File: config.mk
export PLATFORM = sky130hd
export DESIGN_NAME = styler_pixel_serializer
export DESIGN_NICKNAME = d
export VERILOG_FILES = /design/src/rtl/styler_pixel_serializer.sv
export SDC_FILE = /design/constraint.sdc
export NUM_CORES = 1
export LEC_CHECK = 0
export ABC_AREA = 0
export CAP_MARGIN = 20
export CORE_MARGIN = 5
export CORE_UTILIZATION = 52
export DETAILED_ROUTE_END_ITERATION = 10
export PLACE_DENSITY = 0.75
export SYNTH_ARGS = -nofsm -noshare
export SYNTH_HDL_FRONTEND = slang
export SYNTH_SLANG_ARGS = --single-unit
File: constraint.sdc
create_clock -name i_clk -period 2.66 [get_ports i_clk]
set_input_delay 0.532 -clock i_clk [delete_from_list [all_inputs] [get_ports i_clk]]
set_output_delay 0.532 -clock i_clk [all_outputs]
set_load 0.02 [all_outputs]
File: src/rtl/styler_pixel_serializer.sv
// styler_pixel_serializer: hold + shift double buffer that emits styled glyph rows one pixel per strobe, MSB first.
// Optional STYLER_SER_XSCALE_EN adds i_xscale, which doubles every pixel of the accompanying row horizontally.
module styler_pixel_serializer #(
  parameter int ROW_W  = 16,
  parameter int UCNT_W = 8
) (
  input  logic              i_clk,
  input  logic              i_rst,
  input  logic [ROW_W-1:0]  i_row_data,
  input  logic              i_row_valid,
`ifdef STYLER_SER_XSCALE_EN
  input  logic              i_xscale,
`endif
  output logic              o_row_ready,
  input  logic              i_flush,
  input  logic              i_pix_en,
  output logic              o_pix_out,
  output logic              o_pix_valid,
  output logic              o_underrun,
  output logic [UCNT_W-1:0] o_underrun_cnt,
  output logic              o_busy
);

  localparam int CNT_W = $clog2(ROW_W + 1);
  localparam logic [CNT_W-1:0]  CNT_FULL = CNT_W'(ROW_W);
  localparam logic [CNT_W-1:0]  CNT_ONE  = CNT_W'(1);
  localparam logic [UCNT_W-1:0] UCNT_MAX = '1;

  logic [ROW_W-1:0]  r_hold;
  logic              r_hold_full;
  logic              r_hold_xs;
  logic [ROW_W-1:0]  r_shreg;
  logic [CNT_W-1:0]  r_cnt;
  logic              r_sh_xs;
  logic              r_phase;
  logic              r_pix_out;
  logic              r_pix_valid;
  logic              r_underrun;
  logic [UCNT_W-1:0] r_underrun_cnt;

  logic w_in_xs;
  logic w_accept;
  logic w_advance;
  logic w_last_strobe;
  logic w_load;

`ifdef STYLER_SER_XSCALE_EN
  assign w_in_xs = i_xscale;
`else
  assign w_in_xs = 1'b0;
`endif

  // A doubled pixel only advances the shift register on its second strobe.
  assign w_advance     = (r_cnt != '0) && (!r_sh_xs || r_phase);
  assign w_last_strobe = (r_cnt == CNT_ONE) && (!r_sh_xs || r_phase);
  assign w_load        = r_hold_full && ((r_cnt == '0) || (w_last_strobe && i_pix_en));
  assign w_accept      = i_row_valid && !r_hold_full && !i_flush;

  assign o_row_ready    = !r_hold_full && !i_flush;
  assign o_busy         = r_hold_full || (r_cnt != '0);
  assign o_pix_out      = r_pix_out;
  assign o_pix_valid    = r_pix_valid;
  assign o_underrun     = r_underrun;
  assign o_underrun_cnt = r_underrun_cnt;

  always_ff @(posedge i_clk) begin
    if (i_rst) begin
      r_hold         <= '0;
      r_hold_full    <= 1'b0;
      r_hold_xs      <= 1'b0;
      r_shreg        <= '0;
      r_cnt          <= '0;
      r_sh_xs        <= 1'b0;
      r_phase        <= 1'b0;
      r_pix_out      <= 1'b0;
      r_pix_valid    <= 1'b0;
      r_underrun     <= 1'b0;
      r_underrun_cnt <= '0;
    end else if (i_flush) begin
      // Line/frame boundary: drop everything buffered but keep the underrun statistics.
      r_hold_full <= 1'b0;
      r_shreg     <= '0;
      r_cnt       <= '0;
      r_phase     <= 1'b0;
      r_pix_out   <= 1'b0;
      r_pix_valid <= 1'b0;
      r_underrun  <= 1'b0;
    end else begin
      r_underrun <= 1'b0;
      if (i_pix_en) begin
        if (r_cnt != '0) begin
          r_pix_out   <= r_shreg[ROW_W-1];
          r_pix_valid <= 1'b1;
          if (w_advance) begin
            r_shreg <= r_shreg << 1;
            r_cnt   <= r_cnt - 1'b1;
            r_phase <= 1'b0;
          end else begin
            r_phase <= 1'b1;
          end
        end else begin
          r_pix_out   <= 1'b0;
          r_pix_valid <= 1'b0;
          r_underrun  <= 1'b1;
          if (r_underrun_cnt != UCNT_MAX) begin
            r_underrun_cnt <= r_underrun_cnt + 1'b1;
          end
        end
      end
      // Load overrides the shift above so the next row follows the last pixel seamlessly.
      if (w_load) begin
        r_shreg     <= r_hold;
        r_sh_xs     <= r_hold_xs;
        r_cnt       <= CNT_FULL;
        r_phase     <= 1'b0;
        r_hold_full <= 1'b0;
      end
      if (w_accept) begin
        r_hold      <= i_row_data;
        r_hold_xs   <= w_in_xs;
        r_hold_full <= 1'b1;
      end
    end
  end

endmodule

# Word level (Yosys, flattened, before mapping)
# Index checks and enable logic that the tools add are counted.
word_totals:
  elab_cells: 48
  ram_bits: 0
  latchBits: 0
  out_inout_bits: 13
  regBits: 49
  romBits: 0
  inputBits: 21
  memories: 0
op_classes:
  magnitude_cmp: 0
  multipliers: 0
  reduce_logical: 21
  n_div: 0
  n_shift: 0
  n_addsub: 2
  mux: 11
  bitwise_logic: 3
  eq_ne: 2
ops:
  columns: ["op", "n"]
  rows:
  - ["16-bit two-way mux", 3]
  - ["5-bit two-way mux", 3]
  - ["8-bit by 1-bit adder with 8-bit output, second input constant", 1]
  - ["8-bit inequality test, second input constant", 1]
  - ["2-bit AND reduction", 3]
  - ["2-bit nonzero test", 3]
  - ["3-bit OR reduction", 2]
  - ["5-bit by 1-bit == test with 1-bit output, second input constant", 1]
  - ["1-bit logical AND", 5]
  - ["5-bit logical NOT", 1]
  - ["1-bit two-way mux", 5]
  - ["5-bit nonzero test", 1]
  - ["5-bit by 1-bit subtractor with 5-bit output, second input constant", 1]
  - ["4-bit AND reduction", 1]
  - ["1-bit inverter", 3]
  - ["1-bit logical NOT", 2]
  - ["1-bit logical OR", 2]
  - ["2-bit OR reduction", 1]

# Logic depth before layout (Yosys ltp)
depth:
  word_depth: 6
  ltp_mapped: 8
  ltp_nobuf: 6

# Worst setup path after synthesis
# Ideal clock, no wire load.
synth_timing:
  path_kind: "register -> register"
  from: "register r_cnt[0]"
  to: "register r_underrun_cnt[3] (netlist: o_underrun_cnt[3])"
  setup_slack_ns: 0.606
  path_stages_with_launch: 8
  setup_ns: 0.123
  t_arrival_ns: 1.931
  required_time_ns: 2.537
  cell_sequence: "dfxtp_1 -> inv_1 -> ha_1 -> or4b_1 -> buf_2 -> nor4_2 -> and2_1 -> mux2_1"
synth_between:
  elab_chain_cells: 3
synth_lines:
  columns: ["item", "line_no", "text"]
  rows:
  - ["start, declared", "33", "logic [CNT_W-1:0] r_cnt;"]
  - ["start signal, assigned", "96", "r_cnt <= r_cnt - 1'b1;"]
  - ["5-bit nonzero test", "91", "if (r_cnt != '0) begin"]
  - ["1-bit inverter (no line)", null, null]
  - ["4-bit AND reduction (no line)", null, null]
  - ["end signal, assigned", "106", "r_underrun_cnt <= r_underrun_cnt + 1'b1;"]
  - ["end, declared", "39", "logic [UCNT_W-1:0] r_underrun_cnt;"]
# No other way between the ends.
# A chain may end at the register's enable or synchronous reset.

# Final worst setup path
layout_timing:
  from: "register r_cnt[0]"
  to: "output o_busy"
layout_between:
  elab_chain_cells: 2
layout_lines:
  columns: ["item", "line_no", "text"]
  rows:
  - ["5-bit nonzero test", "60", "assign o_busy = r_hold_full || (r_cnt != '0);"]
  - ["1-bit logical OR", "60", null]
  - ["end, declared", "21", "output logic o_busy"]
# No other way between the ends.

==> results by group <==
Pwr
  • Total power per unit cell area: roughly 520 nW/µm²
  • Tot Pwr: about 0.0013 W
  • Leak pwr: 0.886 nW
  • Peak supply drop: 0.252 mV

Logic synthesis
  • Mean Syn Cell Area: 8.06 µm²
  • Synth warn: 0
  • #FFs+latches synth: 49
  • Prevailing post-synth register cell: dfxtp_1
  • Number of synthesized flops with an enable pin: 0
  • Cells after Synth: 255
  • Register area share after synthesis: around 48%
  • Syn Nets: 280
  • Cell area after synthesis: 2050 µm²
  • Unique masters post-synth: 37
  • Async SR Flop Fraction: 0%

CTS
  • Clock transition at path regs: approximately 0.09 ns
  • CTS tree: done
  • TritonCTS buffer count: 5
  • Sink Count: between 40 and 50
  • Max Root-Sink Buffers: 2
  • CTS root buf: clkbuf_8
  • Post-CTS Setup Repair Bufs: 0
  • Worst skew pair latency: 0.30 ns
  • CTS Hold Bufs: 0
  • CTS H-tree lvls: 2

Route
  • Number of vias per cell: between 5 and 6
  • Post-route ant nets: 0
  • Per-cell routed wire length: between 10 and 15 µm
  • DRT iter0 DRCs: 125
  • Drt first pass iters: 4
  • Via count: approximately 1800
  • DR DRC count: 0
  • Drt total wl: about 4500 µm

Run
  • Max cap viols: 0

GRT
  • Total GRT Usage: between 10% and 20%
  • GR Overflow Total: 0
  • First-pass GRT wire length: 7780 µm
  • Vias in the first global route: approximately 1700
  • Largest net degree at the start of global routing: 32
  • Initial antenna violation count: 0

Timing
  • Final Critical Period: between 2 and 3 ns
  • Least-Margin Pin Slew: around 0.58 ns
  • Slew HR: 61.5%
  • TNS Setup: 0 ns
  • Final worst-path cycle share: 95.1%
  • Final hold violations: 0
  • Fmax: 395 MHz
  • Number of setup violations in the final report: 0
  • Max-slew violation count: 0
  • Clk_skew: between 0.008 and 0.009 ns
  • Unrepaired setup endpoints after global routing: no

Layout
  • Layout Cells excl Fill: approximately 340
  • Fillers: 347
  • N_diodes: 0
  • Register area: 981 µm²
  • Area grow syn2layout: 23.2%
  • Nets: just over 300
  • Share of layout cells above drive strength 1: roughly 6.6%
  • Multi-input logic area: slightly below 1000 µm²

Floorplan
  • I/O Pins: 34
  • Row cnt: 22
  • Core ar.: 3740 µm²
  • Die X-Extent: 72.9 µm
  • Die area: 5310 µm²
  • Initial core utilization: around 55%
  • Die height: 72.9 µm

Placement
  • DP Cell Count: about 330
  • Hpwl dp: about 3200 µm
  • Global placement routability congestion: ~0.83
  • # port buffers: 33

Critical path
  • Buffering stage count on the worst path with inverters included: 2
  • Critical Path AT: around 2.0 ns
  • Crit path max-delay cell type: or4b_1
  • Required time of the critical path: ~2.1 ns
  • Crit end category: primary output
  • Crit-path cells: inv_1 > ha_1 > or4b_1 > or2_2 > dlygate4sd2_1
  • CP Class: reg2out
  • CP max stage delay: roughly 0.46 ns
  • CP max FO: 4
  • Crit start category: flip-flop
  • Largest delay share family, worst path: simple AND/OR/NAND/NOR gates

Min path
  • Hold Crit Class: reg2reg

Outcome
  • Status: complete, no violations
[state kept, by name, indices dropped and copies added (netlist names)]
name / count
r_hold: 16
r_shreg: 16
o_underrun_cnt: 8
r_cnt: 5
o_pix_out: 1
o_pix_valid: 1
o_underrun: 1
r_hold_full: 1
[logic make-up after synthesis]
group	Yosys count	synth area share, %
AOI/OAI and AO/OA	64	17.5
xor gates and xnor gates	4	1.71
adders and majority gates	4	2.44
buffers and inverters	21	3.90
DFF	49	47.7
muxes	4	2.13
and+or+nand+nor	109	24.5
[worst paths after layout]
kind | cells past startpoint | from | slack [ns] | end
setup / recovery | 5 | r_cnt[0]$_SDFFE_PP0P_ | 0.13 | o_busy
hold reg to reg | 2 | r_hold[5]$_SDFFE_PP0P_ | 0.46 | r_hold[5]$_SDFFE_PP0P_
setup reg to reg | 7 | r_cnt[0]$_SDFFE_PP0P_ | 0.44 | r_shreg[15]$_SDFFE_PP0P_
hold / removal | 2 | r_hold[5]$_SDFFE_PP0P_ | 0.46 | r_hold[5]$_SDFFE_PP0P_
[placed cells by master (no fill, tap or decap), types with 2 or more instances in the layout]
master	n
nand3_1	4
and2_1	3
clkbuf_1	2
and4_1	2
a2111oi_0	2
or2_2	2
nand2_1	66
dfxtp_1	49
mux2_2	2
nor2_1	11
ha_1	4
nor3_1	9
buf_4	6
nand3b_1	2
xnor2_1	2
xor2_1	2
a21oi_1	26
clkdlybuf4s50_1	32
clkbuf_8	5
inv_1	5
a31oi_1	15
o21ai_0	17
[tightest hold or removal path, cell delays in order (launching register included)]
cell and delay (ns):
dfxtp_1 0.32, nand2_1 0.05, a21oi_1 0.05
[power by group]
part           leakage (nW)  internal, W  switching [W]
clock network        0.0385     0.000186       0.000237
logic                 0.450    0.0000629      0.0000700
registers             0.397     0.000754      0.0000130
[timing repair]
item | CTS | global route
resized for setup | 1 | 0
hold endpoints to repair | 0 | 0
setup endpoints to repair | 1 | 0
[synth_stat cells, types with 2 or more instances]
| library cell | number | share of area (%) |
|---|---|---|
| nand3_1 | 4 | 0.97 |
| dfxtp_1 | 49 | 48 |
| and2_1 | 3 | 0.91 |
| nand3b_1 | 2 | 0.73 |
| xnor2_1 | 2 | 0.85 |
| mux2_2 | 2 | 1.1 |
| ha_1 | 4 | 2.4 |
| a31oi_1 | 15 | 4.6 |
| a2111oi_0 | 2 | 0.85 |
| a21oi_1 | 26 | 6.3 |
| inv_1 | 5 | 0.91 |
| xor2_1 | 2 | 0.85 |
| clkbuf_1 | 14 | 2.6 |
| o21ai_0 | 17 | 4.1 |
| and4_1 | 2 | 0.85 |
| or2_2 | 2 | 0.61 |
| nor3_1 | 9 | 2.2 |
| nand2_1 | 66 | 12 |
| nor2_1 | 11 | 2.0 |
[final cells by class]
cell class,instances,area share [%]
Inverter,5,0.741
Timing Repair Buffer,40,15.6
Clock buffer,7,3.02
Multi-Input combinational cell,185,39.2
Tap cell,48,2.37
Sequential cell,49,38.8
Clock inverter,1,0.297
[through the flow]
step	hold WS (ns)	setup WS (ns)	utilization (%)	instance area, µm²
4_1_cts	0.461	0.106	67.6	2530
5_1_grt	0.475	0.0199	67.6	2530
3_5_place_dp	0.448	0.225	65.4	2450
2_1_floorplan	0.429	0.606	-	2050
6_report	0.462	0.130	67.6	2530
3_3_place_gp	0.444	0.257	65.4	2450
[layer usage]
metal  vias to the layer above  GRT usage (%)  share of wire [%]
li1                        943              -                  -
met2                        32           27.5                 43
met4                         0           7.38                2.3
met1                       817           25.9                 50
met3                        11           4.82                4.4
met5                         -              0                  0
No activity file was read; power rests on OpenSTA's default activity.
